<file path="config.mk">
export PLATFORM = sky130hd
export DESIGN_NAME = conv_weight_sched
export DESIGN_NICKNAME = d
export VERILOG_FILES = /design/src/rtl/conv_weight_sched_pkg.sv /design/src/rtl/weight_addr_gen.sv /design/src/rtl/conv_weight_sched.sv
export SDC_FILE = /design/constraint.sdc
export NUM_CORES = 1
export LEC_CHECK = 0
export ABC_CLOCK_PERIOD_IN_PS = 1900
export CELL_PAD_IN_SITES_DETAIL_PLACEMENT = 1
export CELL_PAD_IN_SITES_GLOBAL_PLACEMENT = 1
export CORE_MARGIN = 5
export CORE_UTILIZATION = 36
export CTS_CLUSTER_SIZE = 24
export DETAILED_ROUTE_END_ITERATION = 10
export HOLD_SLACK_MARGIN = 0.15
export PLACE_DENSITY = 0.83
export SYNTH_ARGS = -nofsm -noshare
export SYNTH_HDL_FRONTEND = slang
export SYNTH_SLANG_ARGS = --single-unit
export TNS_END_PERCENT = 30
</file>
<file path="constraint.sdc">
create_clock -name clk -period 1.9 [get_ports clk]
set_clock_uncertainty 0.05 [all_clocks]
set_input_delay 0.38 -clock clk [delete_from_list [all_inputs] [get_ports clk]]
set_output_delay 0.38 -clock clk [all_outputs]
set_load 0.05 [all_outputs]
</file>
<file path="src/rtl/conv_weight_sched_pkg.sv">
// Shared types and defaults for the conv weight load sequencer.
// State encoding matches the register values visible in debug dumps.
package conv_weight_sched_pkg;

    localparam int DATA_WIDTH_DEF = 16;
    localparam int ADDR_WIDTH_DEF = 32;

    typedef enum logic [2:0] {
        ST_IDLE  = 3'd0,
        ST_LOAD  = 3'd1,
        ST_READY = 3'd2,
        ST_RUN   = 3'd3,
        ST_PEND  = 3'd4
    } state_t;

    // Frames may flow whenever a complete weight set is resident.
    function automatic logic frames_allowed(input state_t s);
        return (s == ST_READY) || (s == ST_RUN) || (s == ST_PEND);
    endfunction

endpackage

</file>
<file path="src/rtl/weight_addr_gen.sv">
// Weight write address / remaining-count pair: load, step, last flag.
// Latency: addr and last reflect the registered pair; no backpressure of its own.
module weight_addr_gen
    import conv_weight_sched_pkg::*;
#(
    parameter int ADDR_WIDTH = ADDR_WIDTH_DEF
) (
    input  logic                  clk,
    input  logic                  rst_n,
    input  logic                  load,
    input  logic [ADDR_WIDTH-1:0] load_base,
    input  logic [ADDR_WIDTH-1:0] load_count,
    input  logic                  step,
    output logic [ADDR_WIDTH-1:0] addr,
    output logic                  last
);

    logic [ADDR_WIDTH-1:0] addr_q;
    logic [ADDR_WIDTH-1:0] rem_q;

    always_ff @(posedge clk) begin
        if (!rst_n) begin
            addr_q <= '0;
            rem_q  <= '0;
        end else if (load) begin
            addr_q <= load_base;
            rem_q  <= load_count;
        end else if (step) begin
            // Address wraps silently at the top of the address space.
            addr_q <= addr_q + ADDR_WIDTH'(1);
            rem_q  <= rem_q - ADDR_WIDTH'(1);
        end
    end

    assign addr = addr_q;
    assign last = (rem_q == ADDR_WIDTH'(1));

endmodule

</file>
<file path="src/rtl/conv_weight_sched.sv">
// Streams weights into one conv layer and gates its pixel input until weights are complete.
// Latency 1 from stream handshake to weight write; reloads wait for frame_done of the running frame.
module conv_weight_sched
    import conv_weight_sched_pkg::*;
#(
    parameter int ADDR_WIDTH = ADDR_WIDTH_DEF,
    parameter int DATA_WIDTH = DATA_WIDTH_DEF
) (
    input  logic                  clk,
    input  logic                  rst_n,
    input  logic                  cfg_start,
    input  logic [ADDR_WIDTH-1:0] cfg_base_addr,
    input  logic [ADDR_WIDTH-1:0] cfg_num_words,
    input  logic [DATA_WIDTH-1:0] s_data,
    input  logic                  s_valid,
    output logic                  s_ready,
    output logic [DATA_WIDTH-1:0] weight_wr_data,
    output logic [ADDR_WIDTH-1:0] weight_wr_addr,
    output logic                  weight_wr_en,
    input  logic                  up_valid,
    output logic                  conv_i_valid,
    input  logic                  frame_done,
    output logic                  frame_en,
    output logic                  busy,
    output logic                  load_done,
    output logic                  err
);

    state_t                state_q, state_d;
    logic                  s_ready_q, frame_en_q, busy_q;
    logic                  wr_en_q, load_done_q, err_q;
    logic [DATA_WIDTH-1:0] wr_data_q;
    logic [ADDR_WIDTH-1:0] wr_addr_q;
    logic [ADDR_WIDTH-1:0] pend_base_q, pend_num_q;

    logic                  accept, cfg_ok;
    logic                  load_cfg, load_pend, latch_pend, err_d;
    logic [ADDR_WIDTH-1:0] gen_addr;
    logic                  gen_last;

    assign accept       = s_valid & s_ready_q;
    assign cfg_ok       = (cfg_num_words != '0);
    assign conv_i_valid = up_valid & frame_en_q;

    always_comb begin
        state_d    = state_q;
        load_cfg   = 1'b0;
        load_pend  = 1'b0;
        latch_pend = 1'b0;
        err_d      = 1'b0;
        case (state_q)
            ST_IDLE: begin
                if (cfg_start) begin
                    if (cfg_ok) begin
                        state_d  = ST_LOAD;
                        load_cfg = 1'b1;
                    end else begin
                        err_d = 1'b1;
                    end
                end
            end
            ST_LOAD: begin
                err_d = cfg_start;
                if (accept && gen_last) state_d = ST_READY;
            end
            ST_READY: begin
                err_d = cfg_start & ~cfg_ok;
                // A pixel accepted this cycle has started a frame, so a
                // simultaneous reload must wait for that frame to end.
                if (conv_i_valid) begin
                    if (cfg_start && cfg_ok) begin
                        state_d    = ST_PEND;
                        latch_pend = 1'b1;
                    end else begin
                        state_d = ST_RUN;
                    end
                end else if (cfg_start && cfg_ok) begin
                    state_d  = ST_LOAD;
                    load_cfg = 1'b1;
                end
            end
            ST_RUN: begin
                err_d = cfg_start & ~cfg_ok;
                if (frame_done) begin
                    if (cfg_start && cfg_ok) begin
                        state_d  = ST_LOAD;
                        load_cfg = 1'b1;
                    end else begin
                        state_d = ST_READY;
                    end
                end else if (cfg_start && cfg_ok) begin
                    state_d    = ST_PEND;
                    latch_pend = 1'b1;
                end
            end
            ST_PEND: begin
                err_d = cfg_start;
                if (frame_done) begin
                    state_d   = ST_LOAD;
                    load_pend = 1'b1;
                end
            end
            default: state_d = ST_IDLE;
        endcase
    end

    weight_addr_gen #(
        .ADDR_WIDTH(ADDR_WIDTH)
    ) u_addr_gen (
        .clk        (clk),
        .rst_n      (rst_n),
        .load       (load_cfg | load_pend),
        .load_base  (load_pend ? pend_base_q : cfg_base_addr),
        .load_count (load_pend ? pend_num_q  : cfg_num_words),
        .step       (accept),
        .addr       (gen_addr),
        .last       (gen_last)
    );

    always_ff @(posedge clk) begin
        if (!rst_n) begin
            state_q     <= ST_IDLE;
            s_ready_q   <= 1'b0;
            frame_en_q  <= 1'b0;
            busy_q      <= 1'b0;
            wr_en_q     <= 1'b0;
            load_done_q <= 1'b0;
            err_q       <= 1'b0;
            wr_data_q   <= '0;
            wr_addr_q   <= '0;
            pend_base_q <= '0;
            pend_num_q  <= '0;
        end else begin
            state_q     <= state_d;
            s_ready_q   <= (state_d == ST_LOAD);
            frame_en_q  <= frames_allowed(state_d);
            busy_q      <= (state_d == ST_LOAD) || (state_d == ST_PEND);
            wr_en_q     <= accept;
            load_done_q <= accept & gen_last;
            err_q       <= err_d;
            if (accept) begin
                wr_data_q <= s_data;
                wr_addr_q <= gen_addr;
            end
            if (latch_pend) begin
                pend_base_q <= cfg_base_addr;
                pend_num_q  <= cfg_num_words;
            end
        end
    end

    assign s_ready        = s_ready_q;
    assign frame_en       = frame_en_q;
    assign busy           = busy_q;
    assign weight_wr_en   = wr_en_q;
    assign weight_wr_data = wr_data_q;
    assign weight_wr_addr = wr_addr_q;
    assign load_done      = load_done_q;
    assign err            = err_q;

endmodule

</file>
* After elaboration in Yosys (flattened, before gate mapping)
Cells that the tools add are included. W data, S select, Z words.
Cells by class: muxes and demuxes 31, equal/unequal tests 9, bitwise logic cells 6, $add $sub $neg 2, reductions and logical operators 10
Operator list (count):
- $mux W32 | 6
- $add A32 B1 Y32 const B | 1
- $eq A32 B1 Y1 const B | 1
- $reduce_bool A32 Y1 | 1
- $sub A32 B1 Y32 const B | 1
- $mux W3 | 9
- $pmux W3 S5 | 1
- $eq A3 B2 Y1 const B | 4
- $mux W1 | 11
- $eq A3 B1 Y1 const B | 2
- $eq A3 B3 Y1 const B | 2
- $pmux W1 S3 | 2
- $and A1 B1 Y1 | 4
- $reduce_or A2 Y1 | 2
- $logic_not A3 Y1 | 1
- $logic_or A1 B1 Y1 | 3
- $logic_and A1 B1 Y1 | 2
- $mux W2 | 1
- $pmux W1 S2 | 1
- $reduce_bool A2 Y1 | 1
- $not A1 Y1 | 1
- $or A1 B1 Y1 | 1
Word-level totals: input port bits 86, word-level logic and storage cells 71, register bits 185, output and inout bits 55

* Longest topological paths before layout
Gate-level depths: netlist (run 1).
depth in word-level cells 8, depth in mapped cells 10

* Hierarchy
Synthesis (run 1) repeated with hierarchy kept, for this count alone.
Unflattened totals: cell total of the unflattened synthesis 1044, area, all modules 9339.0 µm²
Modules (own cells, without submodules):
- conv_weight_sched | instances 1, seq. area each 2422.3 µm², cells each 548, area an instance 5460.2 µm²
- weight_addr_gen | instances 1, seq. area each 1281.2 µm², cells each 496, area an instance 3878.7 µm²

* Worst setup path before layout (run 1)
No wires, ideal clock.
path kind register -> register, start register frame_en_q (netlist: frame_en), end register pend_num_q[10], setup time 0.128 ns, arrival time 2.039 ns, slack -0.316 ns, stages on the path, launching flop included 10, period minus slack after synthesis 2.216 ns, buffers on the path 3, cell sequence dfxtp_1 > nand2_1 > mux2i_1 > nand2_1 > or2_2 > buf_2 > buf_6 > buf_4 > mux2i_1 > nor2_1
On the way: longest elaborated chain between the ends 3
RTL lines:
- start, declared | line conv_weight_sched.sv:30 | logic s_ready_q, frame_en_q, busy_q;
- start signal, assigned | line conv_weight_sched.sv:136 | frame_en_q <= frames_allowed(state_d);
- $and A1 B1 Y1 | line conv_weight_sched.sv:43 | assign conv_i_valid = up_valid & frame_en_q;
- $mux W1 | line conv_weight_sched.sv:70 | if (conv_i_valid) begin
- $pmux W1 S2 | line conv_weight_sched.sv:51 | case (state_q)
- end signal, assigned | line conv_weight_sched.sv:147 | pend_num_q <= cfg_num_words;
- end, declared | line conv_weight_sched.sv:34 | logic [ADDR_WIDTH-1:0] pend_base_q, pend_num_q;
Every way passes these cells. A chain may end at the register's enable or synchronous reset.

* Final worst setup path (run 1)
start input cfg_num_words[18], end register pend_base_q[0]
On the way: longest elaborated chain between the ends 5, elaborated cells between the ends (all ways) 6, classes of those cells mux (4); reduce/logical (2)
RTL lines:
- start, declared | line conv_weight_sched.sv:13 | input logic [ADDR_WIDTH-1:0] cfg_num_words,
- $reduce_bool A32 Y1 (*) | line conv_weight_sched.sv:42 | assign cfg_ok = (cfg_num_words != '0);
- $logic_and A1 B1 Y1 (*) | line conv_weight_sched.sv:71, conv_weight_sched.sv:91
- $mux W1 (*) | line conv_weight_sched.sv:71, conv_weight_sched.sv:91
- $mux W1 (on tied branches) | line conv_weight_sched.sv:84, conv_weight_sched.sv:70
- $pmux W1 S2 (*) | line conv_weight_sched.sv:51
- end signal, assigned | line conv_weight_sched.sv:146 | pend_base_q <= cfg_base_addr;
- end, declared | line conv_weight_sched.sv:34
Every way passes the cells marked *; elsewhere a longest branch is shown, timed or not.

==> impl_metrics.toml, run 1 <==
[run_status]
outcome = "finished with violations"
violations = "setup timing"

[logic_synthesis]
ys_seq_elements = 185
synth_top_area_share_pct = 43.76
syn_area_um2 = 8463
avgSynthCellArea_um2 = 8.404
synthDistinctLibCells = 54
synth_edf_count = 0
syn_nets = 1096
synth.area.top_cells = "dfxtp_1 44%, mux2i_1 7.3%, nand2_1 7.1%, a21oi_1 4.6%, nor2_1 3.7%"
synth-seq-area-share_pct = 43.76
synthCells = 1007
ys_warn_count = 0
yosysTopAreaCell = "dfxtp_1"
async_reset_ff_share_pct = 0
synth-main-ff-cell = "dfxtp_1"

[pwr]
peakVddDrop_mv = 0.7059
power_density_nw_per_um2 = 768.4
p_total_mw = 9.917
p_leak_nw = 5.714

[worst_setup_path]
r2r_start = "u_addr_gen.rem_q[5]"
r2r-end = "u_addr_gen.rem_q[27]"
reg2reg_slack_ns = -0.30
required_ns = 2.15
cp_max_fo = 7
startpoint_type = "primary input"
path_class = "in2reg"
rr_worst_depth = 8
arrival_ns = 2.55
end_kind = "register"

[worst_hold_path]
hold_class = "in2reg"
hold_start = "cfg_num_words[4]"
hold_end = "pend_num_q[4]"
min_path_cells = 4

[die]
rows = 56
core_um2 = 23330
die_area_um2 = 26680
start_util_pct = 36.27
die_w_um = 163.3
die-height_um = 163.3
num_io_pins = 141

[clocking]
clock-sinks = 185
cts.path.max_buffers = 2
cts_root_buffer = "clkbuf_16"
clk_pin_slew_ns = 0.07
numCtsBuffers = 17
cts_tree = "done"
clock_latency_ns = 0.46
htreeDepth = 4

[timing]
max_freq_ghz = 0.4349
setup_viol = 135
slew_viol_final = 0
period_share_pct = 121.0
period_needed_ns = 2.299
slew_headroom_pct = 46.15
hold_viol = 0
max_slew.worst_pin.slew_ns = 0.8078
worst_slack_ns = -0.3993
rsz0062_at_grt = "true"

[route]
first_pass_iters = 5
via_per_inst = 5.813
vias = 9382
wl_per_cell_um = 24.27
drt_iter0_markers = 785
antenna_left = 0
post-route-drc-count = 0
wirelength_mm = 39.17

[cells_and_area]
antennaDiodeCount = 0
post-route-util_pct = 55.31
nFillCells = 2642
drive_above_1_share_pct = 32.36
syn2layout_area_growth_pct = 52.50
nNetsFinal = 1372

[placed_design]
gp_congestion = 0.8066
dp_hpwl_mm = 21.03
numPortBuffers = 140

[global_route]
grt_usage_pct = 25.37
grt_max_degree = 134
antenna_found_initial = 0
grt_overflow = 0
grt_pass1_vias = 9851
grt_first_pass_wirelength_mm = 53.79

[run]
max_cap_violations = 0
[timing repair]
action	in CTS	in global routing
setup buffers	10	9
endpoints found under the hold margin	0	0
hold buffers	0	0
gates resized for setup	141	93
pin swaps	18	28
endpoints found under the setup margin	137	135
gates cloned	5	3
[stage by stage]
step / cells / hold WS, ns / setup WS (ns) / instance area [um2] / setup TNS (ns)
after floorplan: 1007 / 0.3819 / -0.1359 / 8584 / -9.827
after global placement: 1561 / 0.3923 / -1.318 / 11320 / -172.65
after detailed placement: 1561 / 0.3977 / -1.371 / 11320 / -177.85
after CTS: 1604 / 0.2280 / -0.1942 / 12460 / -14.04
after global routing: 1614 / 0.2645 / -0.4696 / 12910 / -46.10
final: 1614 / 0.2323 / -0.3993 / 12910 / -35.39
[where the power goes]
part,leakage (nW),total [mW],internal [mW],switching [mW]
Clock,0.286,3.78,2.01,1.77
Sequential,1.51,4.20,4.04,0.154
Combinational,3.91,1.94,0.853,1.09
Total,5.71,9.92,6.91,3.01
[layout make-up]
cell class	instances	area [um2]	area share, %
Clock buffer	18	439.2	3.403
Clock inverter	13	162.7	1.260
Inverter	34	132.6	1.028
Multi-Input combinational cell	714	5019	38.89
Sequential cell	185	3714	28.77
Tap cell	319	399.1	3.093
Timing Repair Buffer	331	3040	23.56
[layer usage]
| metal | GRT usage [%] | vias to the layer above | share of wire, % |
|---|---|---|---|
| met5 | 0 | - | 0 |
| met4 | 10.87 | 0 | 5.2 |
| met3 | 5.148 | 173 | 5.8 |
| met2 | 45.92 | 451 | 52 |
| met1 | 28.91 | 4680 | 37 |
| li1 | - | 4078 | - |
[cells in the mapped netlist (2+ instances only)]
master	n
and3_1	4
nor2b_1	2
nor4_4	3
o21ai_0	47
xnor2_1	34
a21o_1	2
ha_1	3
buf_2	14
nand4_1	11
or4_1	2
dfxtp_1	185
nor2_1	83
xor2_1	29
buf_1	4
buf_4	5
and2_1	3
inv_1	33
nor3_2	3
o211a_1	21
or2_2	2
nor3_1	56
buf_6	2
or3_1	4
mux2i_1	62
a22oi_1	4
o22ai_1	4
nand2_1	161
or2_1	2
a311oi_1	15
nor4_1	20
and4_1	2
a221oi_1	23
a21oi_1	77
clkbuf_1	49
nand3_1	17
[critical path, cell delays in order]
cell           delay (ns)
dlygate4sd2_1        0.27
nor4_4               0.26
nand4_1              0.20
buf_6                0.19
o21ai_4              0.29
buf_6                0.14
or2_4                0.16
buf_4                0.14
buf_12               0.14
mux2i_1              0.27
nor2_1               0.09
[cell usage in the layout (no fill, tap or decap), types with 20 or more instances in the layout]
cell / n
mux2i_1: 53
o21ai_0: 33
dfxtp_1: 179
buf_4: 212
nor2_1: 76
xor2_1: 29
a21oi_1: 69
clkdlybuf4s50_1: 51
nand2_1: 158
inv_1: 31
xnor2_1: 32
nor3_1: 44
clkbuf_16: 20
o211a_1: 21
[kinds of logic after synthesis]
kind of cell | share of synthesized area (%)
simple gates | 20.98
compound gates | 15.57
flops | 43.76
buf+inv | 5.396
xor+xnor | 6.520
mux | 7.333
fa+ha+maj | 0.4436
[worst max path at each step]
| stage | start | to | slack (ns) | cells after the start |
|---|---|---|---|---|
| after global placement | cfg_num_words[1] | pend_num_q[10] | -1.32 | 10 |
| after global routing | cfg_num_words[25] | pend_base_q[0] | -0.47 | 11 |
| final | cfg_num_words[18] | pend_base_q[0] | -0.40 | 11 |
| after CTS | cfg_num_words[4] | u_addr_gen.rem_q[18] | -0.19 | 10 |
| after detailed placement | cfg_num_words[1] | u_addr_gen.rem_q[12] | -1.37 | 9 |
| after floorplan | cfg_num_words[24] | u_addr_gen.rem_q[30] | -0.14 | 9 |
[flip-flops by register name, indices dropped and copies added (netlist names)]
name,count
load_done,1
weight_wr_addr,32
pend_num_q,32
busy,1
state_q,3
u_addr_gen.addr,32
weight_wr_en,1
s_ready,1
u_addr_gen.rem_q,32
pend_base_q,32
err,1
weight_wr_data,16
frame_en,1
(Power assumes the default switching activity.)
==> run 2: changes to the inputs <==
--- a/config.mk
+++ b/config.mk
@@ -7,13 +7,14 @@
 export LEC_CHECK = 0
 export ABC_CLOCK_PERIOD_IN_PS = 1900
 export CELL_PAD_IN_SITES_DETAIL_PLACEMENT = 1
-export CELL_PAD_IN_SITES_GLOBAL_PLACEMENT = 1
+export CELL_PAD_IN_SITES_GLOBAL_PLACEMENT = 2
 export CORE_MARGIN = 5
-export CORE_UTILIZATION = 36
+export CORE_UTILIZATION = 29
 export CTS_CLUSTER_SIZE = 24
 export DETAILED_ROUTE_END_ITERATION = 10
+export GPL_TIMING_DRIVEN = 0
 export HOLD_SLACK_MARGIN = 0.15
-export PLACE_DENSITY = 0.83
+export PLACE_DENSITY = 0.84
 export SYNTH_ARGS = -nofsm -noshare
 export SYNTH_HDL_FRONTEND = slang
 export SYNTH_SLANG_ARGS = --single-unit
==> run 2 against run 1 <==
  * The run still ends with setup timing left
  * Setup slack improved by 0.12 ns
  * Highest routed layer unchanged
  * Critical endpoint is now u_addr_gen.rem_q[26]
  * Maximum frequency increased by 5.5%
  * Power decreased by 3.2%
  * Critical path depth decreased by 4
  * Global-route usage decreased by 7.1 points
  * Final area decreased by 4.2%
  * Core utilization decreased by 12 points
  * Sequential power increased by 1%
==> impl_metrics.toml, run 2 (synthesis results as in run 1) <==
[route]
post-route-drc-count = 0
antenna_left = 0
wl_per_cell_um = 19.45
top_layer_used = "met4"
met2_length_mm = 16.14
wl_met3_mm = 1.140
first_pass_iters = 5
wirelength_mm = 31.31
drt_iter0_markers = 410
vias = 8094
via_per_inst = 5.027
drt-met1-wl_mm = 13.50

[pwr]
p_leak_nw = 5.414
power_density_nw_per_um2 = 775.9
peakVddDrop_mv = 0.4950

[clocking]
cts_tree = "done"
clock-sinks = 185
numCtsBuffers = 17
cts_root_buffer = "clkbuf_16"
cts.path.max_buffers = 2
htreeDepth = 4
clk_pin_slew_ns = 0.07
clock_latency_ns = 0.44

[global_route]
grt_max_degree = 18
antenna_found_initial = 1
grt_overflow = 0
grt_usage_pct = 18.29
grt_pass1_vias = 8623
grt_first_pass_wirelength_mm = 47.90

[die]
rows = 62
num_io_pins = 141
start_util_pct = 29.41
die_area_um2 = 32700
die-height_um = 180.8
die_w_um = 180.8
core_um2 = 28780

[run]
max_cap_violations = 0

[cells_and_area]
nFillCells = 3316
syn2layout_area_growth_pct = 46.14
drive_above_1_share_pct = 24.73
post-route-util_pct = 42.97
final_common_cell = "dfxtp_1"
mostFrequentLayoutCells = "162 x dfxtp_1, 153 x nand2_1, 81 x nor2_1"
nNetsFinal = 1301

[run_status]
outcome = "finished with violations"
violations = "setup timing"

[timing]
rsz0062_at_grt = "true"
max_slew.worst_pin.slew_ns = 0.8167
slew_headroom_pct = 45.55
worst_slack_ns = -0.2788
max_freq_ghz = 0.4590
finalSetupTns_ns = -8.571
slew_viol_final = 0
period_needed_ns = 2.179
period_share_pct = 114.7
hold_viol = 0
setup_viol = 114

[placed_design]
numPortBuffers = 139
gp_congestion = 0.8318
dp_slack_ns = -1.666
dp_hpwl_mm = 21.54

[worst_setup_path]
path_cells = "nor4_4 > nand4_4 > or2_1 > buf_6 > nor4_4 > xnor2_1 > a221oi_2"
cpMaxStageDelayCell = "nor4_4"
crit_path_frequent_cell = "nor4_4"
slowest_delay_ns = 0.38
arrival_ns = 2.46
required_ns = 2.18
end_kind = "register"
path_class = "reg2reg"
cp_max_fo = 6
startpoint_type = "register"

[worst_hold_path]
hold_class = "in2reg"
run 2: cell count changes in the layout (fill, tap and decap cells not counted), sizes merged, moves of 2 or more:
cell,delta
dlygate4sd3,+3
clkbuf,+41
dlygate4sd2,+48
clkdlybuf4s50,-2
clkinv,-2
inv,+2
clkdlybuf4s15,-9
buf,-149
run 2: cell type report:
class	count	area (um2)	area share (%)
multi-input cells	714	5120	41.40
flip-flops and latches	185	3747	30.30
repair buffers	192	1769	14.30
plain buffers	68	506.7	4.097
well taps	384	480.5	3.885
clock buffers	19	452.9	3.662
clock inverters	13	156.4	1.265
inverters	34	132.6	1.072
diodes	1	2.502	0.02023
run 2: repair_timing:
action	4_1_cts	5_1_grt
buffers inserted	26	19
hold endpoints to repair	3	0
setup endpoints to repair	239	133
gates resized for setup	364	82
gates cloned	5	1
pin swaps	51	39
hold buffers	3	0
run 2: worst max-delay path: cells and delay by family (launching register included):
family	cells	cell delay, ns
compound gates	1	0.34
xor+xnor	1	0.16
simple gates	4	1.00
buf+inv	1	0.15
flops	1	0.36
run 2: worst paths after layout:
path,cells past startpoint,from,end,slack (ns)
hold reg to reg,2,weight_wr_addr[23],weight_wr_addr[23],0.40
hold / removal,3,cfg_num_words[19],pend_num_q[19],0.17
setup / recovery,7,u_addr_gen.rem_q[6],u_addr_gen.rem_q[26],-0.28
setup reg to reg,7,u_addr_gen.rem_q[6],u_addr_gen.rem_q[26],-0.28
run 2: stage by stage:
stage	power, mW	hold slack, ns	instances	area [um2]
after CTS	9.570	0.1707	1591	12040
after detailed placement	5.562	0.3999	1530	10460
final	9.596	0.1719	1610	12370
after global placement	5.544	0.3916	1530	10460
after floorplan	5.003	0.3819	1007	8584
after global routing	9.959	0.1804	1610	12370
run 2: per-layer routing:
| metal | up-vias | GRT usage (%) |
|---|---|---|
| met4 | 0 | 4.840 |
| met1 | 3931 | 22.74 |
| met3 | 47 | 3.036 |
| met2 | 181 | 32.77 |
| li1 | 3935 | - |
| met5 | - | 0 |
run 2: power by group:
part	leakage [nW]	switching (mW)	internal, mW
logic	3.60	0.906	0.695
clock network	0.293	1.68	2.05
registers	1.52	0.208	4.05
==> run 3: changes to the inputs <==
--- a/config.mk
+++ b/config.mk
@@ -9,12 +9,15 @@
 export CELL_PAD_IN_SITES_DETAIL_PLACEMENT = 1
 export CELL_PAD_IN_SITES_GLOBAL_PLACEMENT = 2
 export CORE_MARGIN = 5
-export CORE_UTILIZATION = 29
+export CORE_UTILIZATION = 30
+export CTS_BUF_LIST = sky130_fd_sc_hd__clkbuf_4 sky130_fd_sc_hd__clkbuf_8
 export CTS_CLUSTER_SIZE = 24
 export DETAILED_ROUTE_END_ITERATION = 10
 export GPL_TIMING_DRIVEN = 0
 export HOLD_SLACK_MARGIN = 0.15
-export PLACE_DENSITY = 0.84
+export PLACE_DENSITY = 0.86
+export RECOVER_POWER = 25
+export SLEW_MARGIN = 20
 export SYNTH_ARGS = -nofsm -noshare
 export SYNTH_HDL_FRONTEND = slang
 export SYNTH_SLANG_ARGS = --single-unit
==> run 3 against run 2 <==
  * The flow still finishes with violations (setup timing)
  * Count of clock-buffer cells in the layout unchanged
  * Register-to-register slack better by 0.08 ns
  * Clock power decreased by 27%
  * Maximum frequency rose by 4.0%
  * Final area about the same
  * Core utilization up 1.4 points
  * First-iteration DRC count is 13% higher
  * Non-clock buffer count is 8 higher
  * Setup slack improved by 0.084 ns
  * Sequential power about the same
  * Global-route usage rose by 1.1 points
  * Largest power group unchanged
==> impl_metrics.toml, run 3 (synthesis results as in run 1) <==
[die]
die-height_um = 178.0
num_io_pins = 141
core_um2 = 27860
die_area_um2 = 31670
start_util_pct = 30.38
rows = 61
die_w_um = 178.0

[timing]
period_share_pct = 110.3
finalSetupTns_ns = -5.553
max_slew.worst_pin.slew_ns = 0.8514
setup_viol = 109
rsz0062_at_grt = "true"
max_freq_ghz = 0.4773
slew_headroom_pct = 43.24
hold_ws_ns = 0.1591
hold_viol = 0
worst_slack_ns = -0.1951
period_needed_ns = 2.095
slew_viol_final = 0

[worst_setup_path]
path_class = "reg2reg"
arrival_ns = 2.44
required_ns = 2.25
startpoint = "u_addr_gen.rem_q[6]"
startpoint_type = "register"
r2r_start = "u_addr_gen.rem_q[6]"
end_kind = "register"
cp_max_fo = 6

[route]
wirelength_mm = 32.19
wl_per_cell_um = 19.98
top_layer_used = "met4"
vias = 8301
first_pass_iters = 4
antenna_left = 0
drt-met1-wl_mm = 13.87
post-route-drc-count = 0
drt_iter0_markers = 465
met2_length_mm = 16.17
wl_met3_mm = 1.368
via_per_inst = 5.153

[global_route]
grt_usage_pct = 19.41
antenna_found_initial = 1
grt_first_pass_wirelength_mm = 48.39
grt_max_degree = 18
grt_pass1_vias = 8806
grt_overflow = 0

[placed_design]
dp_hpwl_mm = 21.48
numPortBuffers = 139
gp_congestion = 0.8406

[run_status]
violations = "setup timing"
outcome = "finished with violations"

[clocking]
cts_tree = "done"
cts.path.max_buffers = 2
htreeDepth = 4
cts_root_buffer = "clkbuf_8"
clk_pin_slew_ns = 0.11
clock-sinks = 185
numCtsBuffers = 17
clock_latency_ns = 0.48

[cells_and_area]
nFillCells = 3198
syn2layout_area_growth_pct = 46.22
nNetsFinal = 1309
final_common_cell = "dfxtp_1"
antennaDiodeCount = 0
mostFrequentLayoutCells = "164 x dfxtp_1, 154 x nand2_1, 82 x nor2_1"
drive_above_1_share_pct = 25.39

[pwr]
p_comb_share_pct = 18.9
p_leak_nw = 5.361
p_sw_mw = 2.733
pwr-share-seq_pct = 49.4
power_density_nw_per_um2 = 695.8
p_clk_share_pct = 31.6
intPower_mw = 5.877
peakVddDrop_mv = 0.3237
swShare_pct = 31.74

[run]
max_cap_violations = 0

[worst_hold_path]
hold_start = "cfg_num_words[20]"
hold_class = "in2reg"
## run 3: cell types whose count changed in the layout (fill, tap and decap cells not counted), sizes merged
cell           change
buf                -4
clkdlybuf4s50      +1
inv                -4
clkinvlp           +3
bufinv             -1
diode              -1
clkdlybuf4s15      +8
clkinv             +2
clkbuf             -3
dlygate4sd3        +6
## run 3: area by class of cell
cell class / count / area, um2 / share of cell area [%]
multi-input combinational: 714 / 5196 / 41.99
sequential: 185 / 3735 / 30.18
timing repair buffer: 199 / 1877 / 15.17
buffer: 69 / 563.0 / 4.550
tap: 378 / 473.0 / 3.822
clock buffer: 19 / 255.2 / 2.063
clock inverter: 13 / 142.6 / 1.153
inverter: 34 / 132.6 / 1.072
## run 3: worst max-delay path, stage by stage (launching register included)
cell and delay [ns]:
dfxtp_4 0.36, nor4_4 0.41, nand4_4 0.19, or2_1 0.27, buf_6 0.15, nor4_4 0.19, xnor2_1 0.14, a221oi_2 0.26
## run 3: power by group through the flow
stage / clock (mW) / sequential [mW] / combinational, mW
floorplan: 0 / 4.40 / 0.601
global placement: 0 / 4.30 / 1.25
detailed placement: 0 / 4.30 / 1.26
CTS: 2.78 / 4.25 / 1.44
global route: 2.95 / 4.28 / 1.73
finish: 2.72 / 4.26 / 1.63
## run 3: per-stage QoR
stage | power (mW) | util (%) | setup WS, ns | cell area, um2 | instances
CTS | 8.462 | 42.18 | -0.1600 | 11750 | 1601
global placement | 5.542 | 37.51 | -1.645 | 10450 | 1524
finish | 8.610 | 44.42 | -0.1951 | 12370 | 1611
detailed placement | 5.568 | 37.52 | -1.731 | 10450 | 1524
global route | 8.962 | 44.42 | -0.2552 | 12370 | 1611
floorplan | 5.003 | - | -0.1359 | 8584 | 1007
## run 3: final timing paths
kind,endpoint,slack [ns],cells after the start
worst max-delay path,u_addr_gen.rem_q[26],-0.20,7
worst min-delay path,pend_num_q[20],0.16,3
worst max register to register,u_addr_gen.rem_q[26],-0.20,7
worst min register to register,weight_wr_addr[3],0.41,2
## run 3: per-layer routing
| layer | global-route usage, % | up-vias |
|---|---|---|
| met5 | 0 | - |
| met4 | 6.735 | 0 |
| met3 | 3.622 | 55 |
| met2 | 33.53 | 201 |
| met1 | 24.21 | 4090 |
| li1 | - | 3955 |
## run 3: repair_timing
item / 4_1_cts / 5_1_grt
setup buffers: 37 / 10
gates resized for setup: 340 / 124
hold endpoints to repair: 11 / 0
setup endpoints to repair: 239 / 133
pin swaps: 37 / 42
hold buffers: 9 / 0
gates cloned: 3 / 2
